**src/rtl/proc_controller_if.sv**
```systemverilog
// Control bus between the sequencer and the datapath / instruction ROM.
// The controller is the master; the datapath and ROM side is the slave.
interface proc_controller_if #(
    parameter int PC_WIDTH = 7
);
    logic [15:0]         IR_data;
    logic [PC_WIDTH-1:0] PC;
    logic [7:0]          D_addr;
    logic                D_wr;
    logic                RF_s;
    logic                RF_W_en;
    logic [3:0]          RF_W_addr;
    logic [3:0]          RF_Ra_addr;
    logic [3:0]          RF_Rb_addr;
    logic [2:0]          ALU_s;
    logic [3:0]          State;

    modport master (
        input  IR_data,
        output PC,
        output D_addr,
        output D_wr,
        output RF_s,
        output RF_W_en,
        output RF_W_addr,
        output RF_Ra_addr,
        output RF_Rb_addr,
        output ALU_s,
        output State
    );

    modport slave (
        output IR_data,
        input  PC,
        input  D_addr,
        input  D_wr,
        input  RF_s,
        input  RF_W_en,
        input  RF_W_addr,
        input  RF_Ra_addr,
        input  RF_Rb_addr,
        input  ALU_s,
        input  State
    );
endinterface

```
**src/rtl/proc_controller.sv**
```systemverilog
// Multi-cycle sequencer for the 16-bit datapath: holds PC, IR and the FSM,
// and decodes IR into register-file, data-memory and ALU control lines.
module proc_controller #(
    parameter int PC_WIDTH = 7
) (
    input  logic              Clock,
    input  logic              Resetn,
    proc_controller_if.master bus
);

    typedef enum logic [3:0] {
        S_INIT     = 4'd0,
        S_FETCH    = 4'd1,
        S_DECODE   = 4'd2,
        S_EXEC_ALU = 4'd3,
        S_STORE    = 4'd4,
        S_LOAD_A   = 4'd5,
        S_LOAD_B   = 4'd6,
        S_HALT     = 4'd7
    } state_t;

    localparam logic [3:0] OP_STORE = 4'h1;
    localparam logic [3:0] OP_LOAD  = 4'h2;
    localparam logic [3:0] OP_ADD   = 4'h3;
    localparam logic [3:0] OP_SUB   = 4'h4;
    localparam logic [3:0] OP_AND   = 4'h5;
    localparam logic [3:0] OP_OR    = 4'h6;
    localparam logic [3:0] OP_XOR   = 4'h7;
    localparam logic [3:0] OP_NOT   = 4'h8;
    localparam logic [3:0] OP_INC   = 4'h9;
    localparam logic [3:0] OP_MOV   = 4'hA;
    localparam logic [3:0] OP_HALT  = 4'hF;

    localparam logic [PC_WIDTH-1:0] PC_ONE = PC_WIDTH'(1);

    state_t              state;
    state_t              next;
    logic [PC_WIDTH-1:0] pc;
    logic [15:0]         ir;

    logic [3:0] op;
    logic [3:0] ra;
    logic [3:0] rb;
    logic [3:0] rq;
    logic [7:0] addr;
    logic [3:0] dop;

    assign op   = ir[15:12];
    assign ra   = ir[11:8];
    assign rb   = ir[7:4];
    assign rq   = ir[3:0];
    assign addr = ir[7:0];
    assign dop  = bus.IR_data[15:12];

    function automatic logic is_alu(input logic [3:0] o);
        return (o >= OP_ADD) && (o <= OP_MOV);
    endfunction

    function automatic logic [2:0] alu_sel(input logic [3:0] o);
        logic [2:0] s;
        s = 3'b000;
        case (o)
            OP_ADD:  s = 3'b000;
            OP_SUB:  s = 3'b001;
            OP_AND:  s = 3'b100;
            OP_OR:   s = 3'b101;
            OP_XOR:  s = 3'b110;
            OP_NOT:  s = 3'b111;
            OP_INC:  s = 3'b010;
            OP_MOV:  s = 3'b011;
            default: s = 3'b000;
        endcase
        return s;
    endfunction

    // IR and PC advance only on the edge leaving DECODE
    always_ff @(posedge Clock or negedge Resetn) begin
        if (!Resetn) begin
            state <= S_INIT;
            pc    <= '0;
            ir    <= '0;
        end else begin
            state <= next;
            if (state == S_DECODE) begin
                ir <= bus.IR_data;
                pc <= pc + PC_ONE;
            end
        end
    end

    always_comb begin
        next = state;
        unique case (state)
            S_INIT:     next = S_FETCH;
            S_FETCH:    next = S_DECODE;
            S_DECODE: begin
                if (is_alu(dop))
                    next = S_EXEC_ALU;
                else if (dop == OP_STORE)
                    next = S_STORE;
                else if (dop == OP_LOAD)
                    next = S_LOAD_A;
                else if (dop == OP_HALT)
                    next = S_HALT;
                else
                    next = S_FETCH;
            end
            S_EXEC_ALU: next = S_FETCH;
            S_STORE:    next = S_FETCH;
            S_LOAD_A:   next = S_LOAD_B;
            S_LOAD_B:   next = S_FETCH;
            S_HALT:     next = S_HALT;
            default:    next = S_INIT;
        endcase
    end

    // Strobes derive from state only, so async reset kills them at once
    always_comb begin
        bus.D_addr     = 8'h00;
        bus.D_wr       = 1'b0;
        bus.RF_s       = 1'b0;
        bus.RF_W_en    = 1'b0;
        bus.RF_W_addr  = 4'h0;
        bus.RF_Ra_addr = 4'h0;
        bus.RF_Rb_addr = 4'h0;
        bus.ALU_s      = 3'b000;
        unique case (state)
            S_EXEC_ALU: begin
                bus.RF_Ra_addr = ra;
                bus.RF_Rb_addr = rb;
                bus.ALU_s      = alu_sel(op);
                bus.RF_W_addr  = rq;
                bus.RF_W_en    = 1'b1;
            end
            S_STORE: begin
                bus.RF_Ra_addr = ra;
                bus.D_addr     = addr;
                bus.D_wr       = 1'b1;
            end
            S_LOAD_A: begin
                bus.D_addr = addr;
            end
            S_LOAD_B: begin
                bus.D_addr    = addr;
                bus.RF_s      = 1'b1;
                bus.RF_W_addr = ra;
                bus.RF_W_en   = 1'b1;
            end
            default: begin
            end
        endcase
    end

    assign bus.PC    = pc;
    assign bus.State = state;

endmodule

```
**src/flat_wrapper.sv**
```systemverilog
// flat-port wrapper written by rule: the top's interface ports become plain ports
module proc_controller_flat 
#(
    parameter int PC_WIDTH = 7
)
  (Clock, Resetn, bus_IR_data, bus_PC, bus_D_addr, bus_D_wr, bus_RF_s, bus_RF_W_en, bus_RF_W_addr, bus_RF_Ra_addr, bus_RF_Rb_addr, bus_ALU_s, bus_State);
  proc_controller_if #(.PC_WIDTH(PC_WIDTH)) bus_i ();
  input  logic Clock;
  input  logic Resetn;
  input wire logic [$bits(bus_i.IR_data)-1:0] bus_IR_data;
  output wire logic [$bits(bus_i.PC)-1:0] bus_PC;
  output wire logic [$bits(bus_i.D_addr)-1:0] bus_D_addr;
  output wire logic [$bits(bus_i.D_wr)-1:0] bus_D_wr;
  output wire logic [$bits(bus_i.RF_s)-1:0] bus_RF_s;
  output wire logic [$bits(bus_i.RF_W_en)-1:0] bus_RF_W_en;
  output wire logic [$bits(bus_i.RF_W_addr)-1:0] bus_RF_W_addr;
  output wire logic [$bits(bus_i.RF_Ra_addr)-1:0] bus_RF_Ra_addr;
  output wire logic [$bits(bus_i.RF_Rb_addr)-1:0] bus_RF_Rb_addr;
  output wire logic [$bits(bus_i.ALU_s)-1:0] bus_ALU_s;
  output wire logic [$bits(bus_i.State)-1:0] bus_State;
  assign bus_i.IR_data = bus_IR_data;
  assign bus_PC = bus_i.PC;
  assign bus_D_addr = bus_i.D_addr;
  assign bus_D_wr = bus_i.D_wr;
  assign bus_RF_s = bus_i.RF_s;
  assign bus_RF_W_en = bus_i.RF_W_en;
  assign bus_RF_W_addr = bus_i.RF_W_addr;
  assign bus_RF_Ra_addr = bus_i.RF_Ra_addr;
  assign bus_RF_Rb_addr = bus_i.RF_Rb_addr;
  assign bus_ALU_s = bus_i.ALU_s;
  assign bus_State = bus_i.State;
  proc_controller #(.PC_WIDTH(PC_WIDTH)) u_core (.Clock(Clock), .Resetn(Resetn), .bus(bus_i));
endmodule
```
**config.mk**
```make
export PLATFORM = sky130hd
export DESIGN_NAME = proc_controller_flat
export DESIGN_NICKNAME = d
export VERILOG_FILES = /design/src/rtl/proc_controller_if.sv /design/src/rtl/proc_controller.sv /design/src/flat_wrapper.sv
export SDC_FILE = /design/constraint.sdc
export NUM_CORES = 1
export LEC_CHECK = 0
export BUFFER_PORTS_ARGS = -buffer_cell sky130_fd_sc_hd__buf_2
export CORE_UTILIZATION = 42
export CTS_BUF_LIST = sky130_fd_sc_hd__clkbuf_4
export DETAILED_ROUTE_END_ITERATION = 6
export GPL_ROUTABILITY_DRIVEN = 0
export HOLD_SLACK_MARGIN = 0.08
export PLACE_DENSITY = 0.74
export SLEW_MARGIN = 20
export SYNTH_ARGS = -nofsm -noshare
export SYNTH_HDL_FRONTEND = slang
export SYNTH_SLANG_ARGS = --single-unit
```
**constraint.sdc**
```tcl
create_clock -name Clock -period 1.4 [get_ports Clock]
set_clock_uncertainty 0.1 [all_clocks]
set_input_delay 0.21 -clock Clock [delete_from_list [all_inputs] [get_ports Clock]]
set_output_delay 0.21 -clock Clock [all_outputs]
set_load 0.01 [all_outputs]
```
==> flow_summary.json <==
{
  "status": "finished, violations left",
  "failed_checks": "negative setup slack",
  "min_path_type": "input pin to flip-flop",
  "switching_power_mw": 1.72,
  "setup_viol": 55,
  "avgSynthCellArea_um2": 11.1,
  "dieHeight_um": 58.6,
  "design_area_um2": 2300,
  "remaining_drc_errors": 0,
  "initial_core_util": 0.440,
  "cts.sinks": 26,
  "fin_tns_setup_ns": -16.13,
  "synth_top_family_by_area": "simple AND/OR/NAND/NOR gates",
  "hold_ws_ns": 0.107,
  "synthXorXnorAreaFrac": 0.0391,
  "ir_drop_uv": 1010,
  "pin_count": 55,
  "ys_ff_latch": 26,
  "root_buffer": "clkbuf_4",
  "timing.critical_path.arrival_ns": 1.53,
  "drt-total-wl_um": 3900,
  "pre_cts_ws_ns": -0.155,
  "p_seq_frac": 0.311,
  "leakagePower_nw": 1.16,
  "vias": 1271,
  "syn_nets": 140,
  "synth_edf_count": 0,
  "synth_top_area_cell": "dfrtp_1",
  "synth.cell_area_um2": 1340,
  "antenna_cells": 0,
  "power_mw": 4.59,
  "setup_ws_ns": -0.441,
  "fin_nets": 234,
  "combPwrFrac": 0.611,
  "htreeDepth": 1,
  "finalCritPeriodShare": 1.31,
  "max_slew_margin": 0.590,
  "syn_inst": 121,
  "grt_max_degree": 27,
  "synth_compound_area_frac": 0.0736,
  "synth_top_area_share": 0.484,
  "clk_path_buf_depth": 2,
  "die_area_um2": 3430,
  "drive_gt1_frac": 0.579,
  "worstPathMaxFanout": 6,
  "synth.distinct_cells": 33,
  "fp-row-count": 20,
  "vias_per_cell": 4.93,
  "detail-route-antenna-nets": 0,
  "rsz0062_at_grt": "yes",
  "port_buffers": 53,
  "grt_pass1_wl_um": 6030,
  "layout_common_cells": "48 x buf_2, 24 x buf_6, 23 x dfrtp_1",
  "coreArea_um2": 3050,
  "finalHoldViolCount": 0,
  "seq_area_frac_synth": 0.484,
  "grt_pass1_vias": 1288,
  "drt-initial-drc-count": 42,
  "max_stage_delay_ns": 0.44,
  "yosysWarnings": 0,
  "drv_slew": 0,
  "synthArstFlopShare": 1.00,
  "post-route-min-period_ns": 1.84,
  "critPathRequiredTime_ns": 1.09,
  "tritoncts": "built",
  "fmax_ghz": 0.543,
  "startpoint_type": "flip-flop",
  "internal_power_mw": 2.87,
  "clockPowerShare": 0.077,
  "swShare": 0.375,
  "fin_cells": 258,
  "routedWlPerCell_um": 15.1,
  "cp-end-kind": "output pin",
  "die_w_um": 58.6,
  "crit_chain": "buf_6 -> and3b_2 -> or2_4 -> buf_6",
  "synthMuxAreaShare": 0.150,
  "overflow": 0,
  "track_usage": 0.235,
  "place_area_um2": 1770,
  "cts_made_buffers": 3,
  "firstDrtPassIters": 4,
  "place_hpwl_um": 2200,
  "syn2layout_area_growth_pct": 71.5,
  "worst-setup-path-type": "flip-flop to output pin",
  "antenna_found_initial": 0,
  "yosys.area_share.simple": 0.209,
  "cp_slowest_cell": "dfrtp_2",
  "worstMarginPinSlew_ns": 0.615,
  "drv_cap": 0,
  "final_common_cell": "buf_2",
  "synth-main-ff-cell": "dfrtp_1",
  "dpl.cell_count": 224,
  "powerDensity_nw_per_um2": 1990,
  "finalCoreUtilization": 0.755,
  "clk_pin_slew_ns": 0.15,
  "path_common_cell": "buf_6",
  "worstSkewPairLatency_ns": 0.32,
  "yosys.area_share.adder": 0.00931,
  "synth_area_leaders": "dfrtp_1 48%, mux2_2 14%, and2_1 6.1%, nor2b_1 2.8%, a22o_1 2.6%"
}
[cells in the mapped netlist (3+ instances only)]
| cell | instances |
|---|---|
| a22o_1 | 4 |
| and2_1 | 13 |
| buf_4 | 3 |
| dfrtp_1 | 26 |
| mux2_2 | 17 |
| nand2_1 | 5 |
| nand2b_1 | 3 |
| nor2_1 | 6 |
| nor2b_1 | 6 |
| o21ai_0 | 3 |
| xor2_1 | 4 |
[flip-flops by register name (all words and copies together), names as in the netlist]
name	flops
u_core.bus.State	3
u_core.bus.PC	7
u_core.ir	16
[kinds of logic (layout without fill, tap and decap cells)]
kind of cell	after synthesis	in the layout
and+or+nand+nor	47	47
DFF	26	26
muxes	18	18
AOI/OAI and AO/OA	14	14
buffers and inverters	8	101
xor gates and xnor gates	6	6
adders and majority gates	1	1
other	1	1
[metal layers]
metal / routed length, um / part of all wire / global-route usage / vias to the layer above
li1: - / - / - / 602
met1: 1590 / 0.41 / 0.275 / 613
met2: 2060 / 0.53 / 0.438 / 50
met3: 196 / 0.050 / 0.0330 / 6
met4: 54 / 0.014 / 0.0816 / 0
met5: 0 / 0 / 0 / -
[power groups by stage]
| stage | Combinational [mW] | Sequential (mW) | Clock (mW) |
|---|---|---|---|
| after detailed placement | 1.93 | 1.46 | 0 |
| after floorplan | 1.29 | 1.43 | 0 |
| final | 2.81 | 1.43 | 0.355 |
| after global routing | 3.00 | 1.48 | 0.398 |
| after CTS | 2.60 | 1.42 | 0.359 |
| after global placement | 1.90 | 1.42 | 0 |
[worst max-delay path: cells and delay by family, from the launching register on]
kind	cells	cell delay, ns
buffers and inverters	2	0.26
flip-flops	1	0.44
AND/OR/NAND/NOR	2	0.51
[timing repair]
item	in CTS	in global routing
gates resized for setup	43	12
setup endpoints to repair	49	55
buffers inserted	10	4
gates cloned	1	0
endpoints found under the hold margin	41	0
pin swaps	14	13
hold buffers	16	0
[worst paths after layout]
kind	slack, ns	to	cells after the start	from
max	-0.44	bus_RF_W_en	4	u_core.bus.State[1]
min	0.11	u_core.ir[12]	2	bus_IR_data[12]
max reg2reg	-0.30	u_core.ir[5]	5	u_core.bus.State[2]
min reg2reg	0.38	u_core.bus.PC[6]	1	u_core.bus.PC[6]
max in group asynchronous	0.44	u_core.bus.State[0]	2	Resetn
min in group asynchronous	0.31	u_core.ir[10]	2	Resetn
[layout make-up]
class | count | area, um^2
tap | 44 | 55.1
fill | 207 | 748
multi-input combinational | 87 | 835
sequential | 26 | 654
clock buffer | 4 | 30.0
timing repair buffer | 95 | 723
inverter | 2 | 7.51
(Power assumes the default switching activity.)
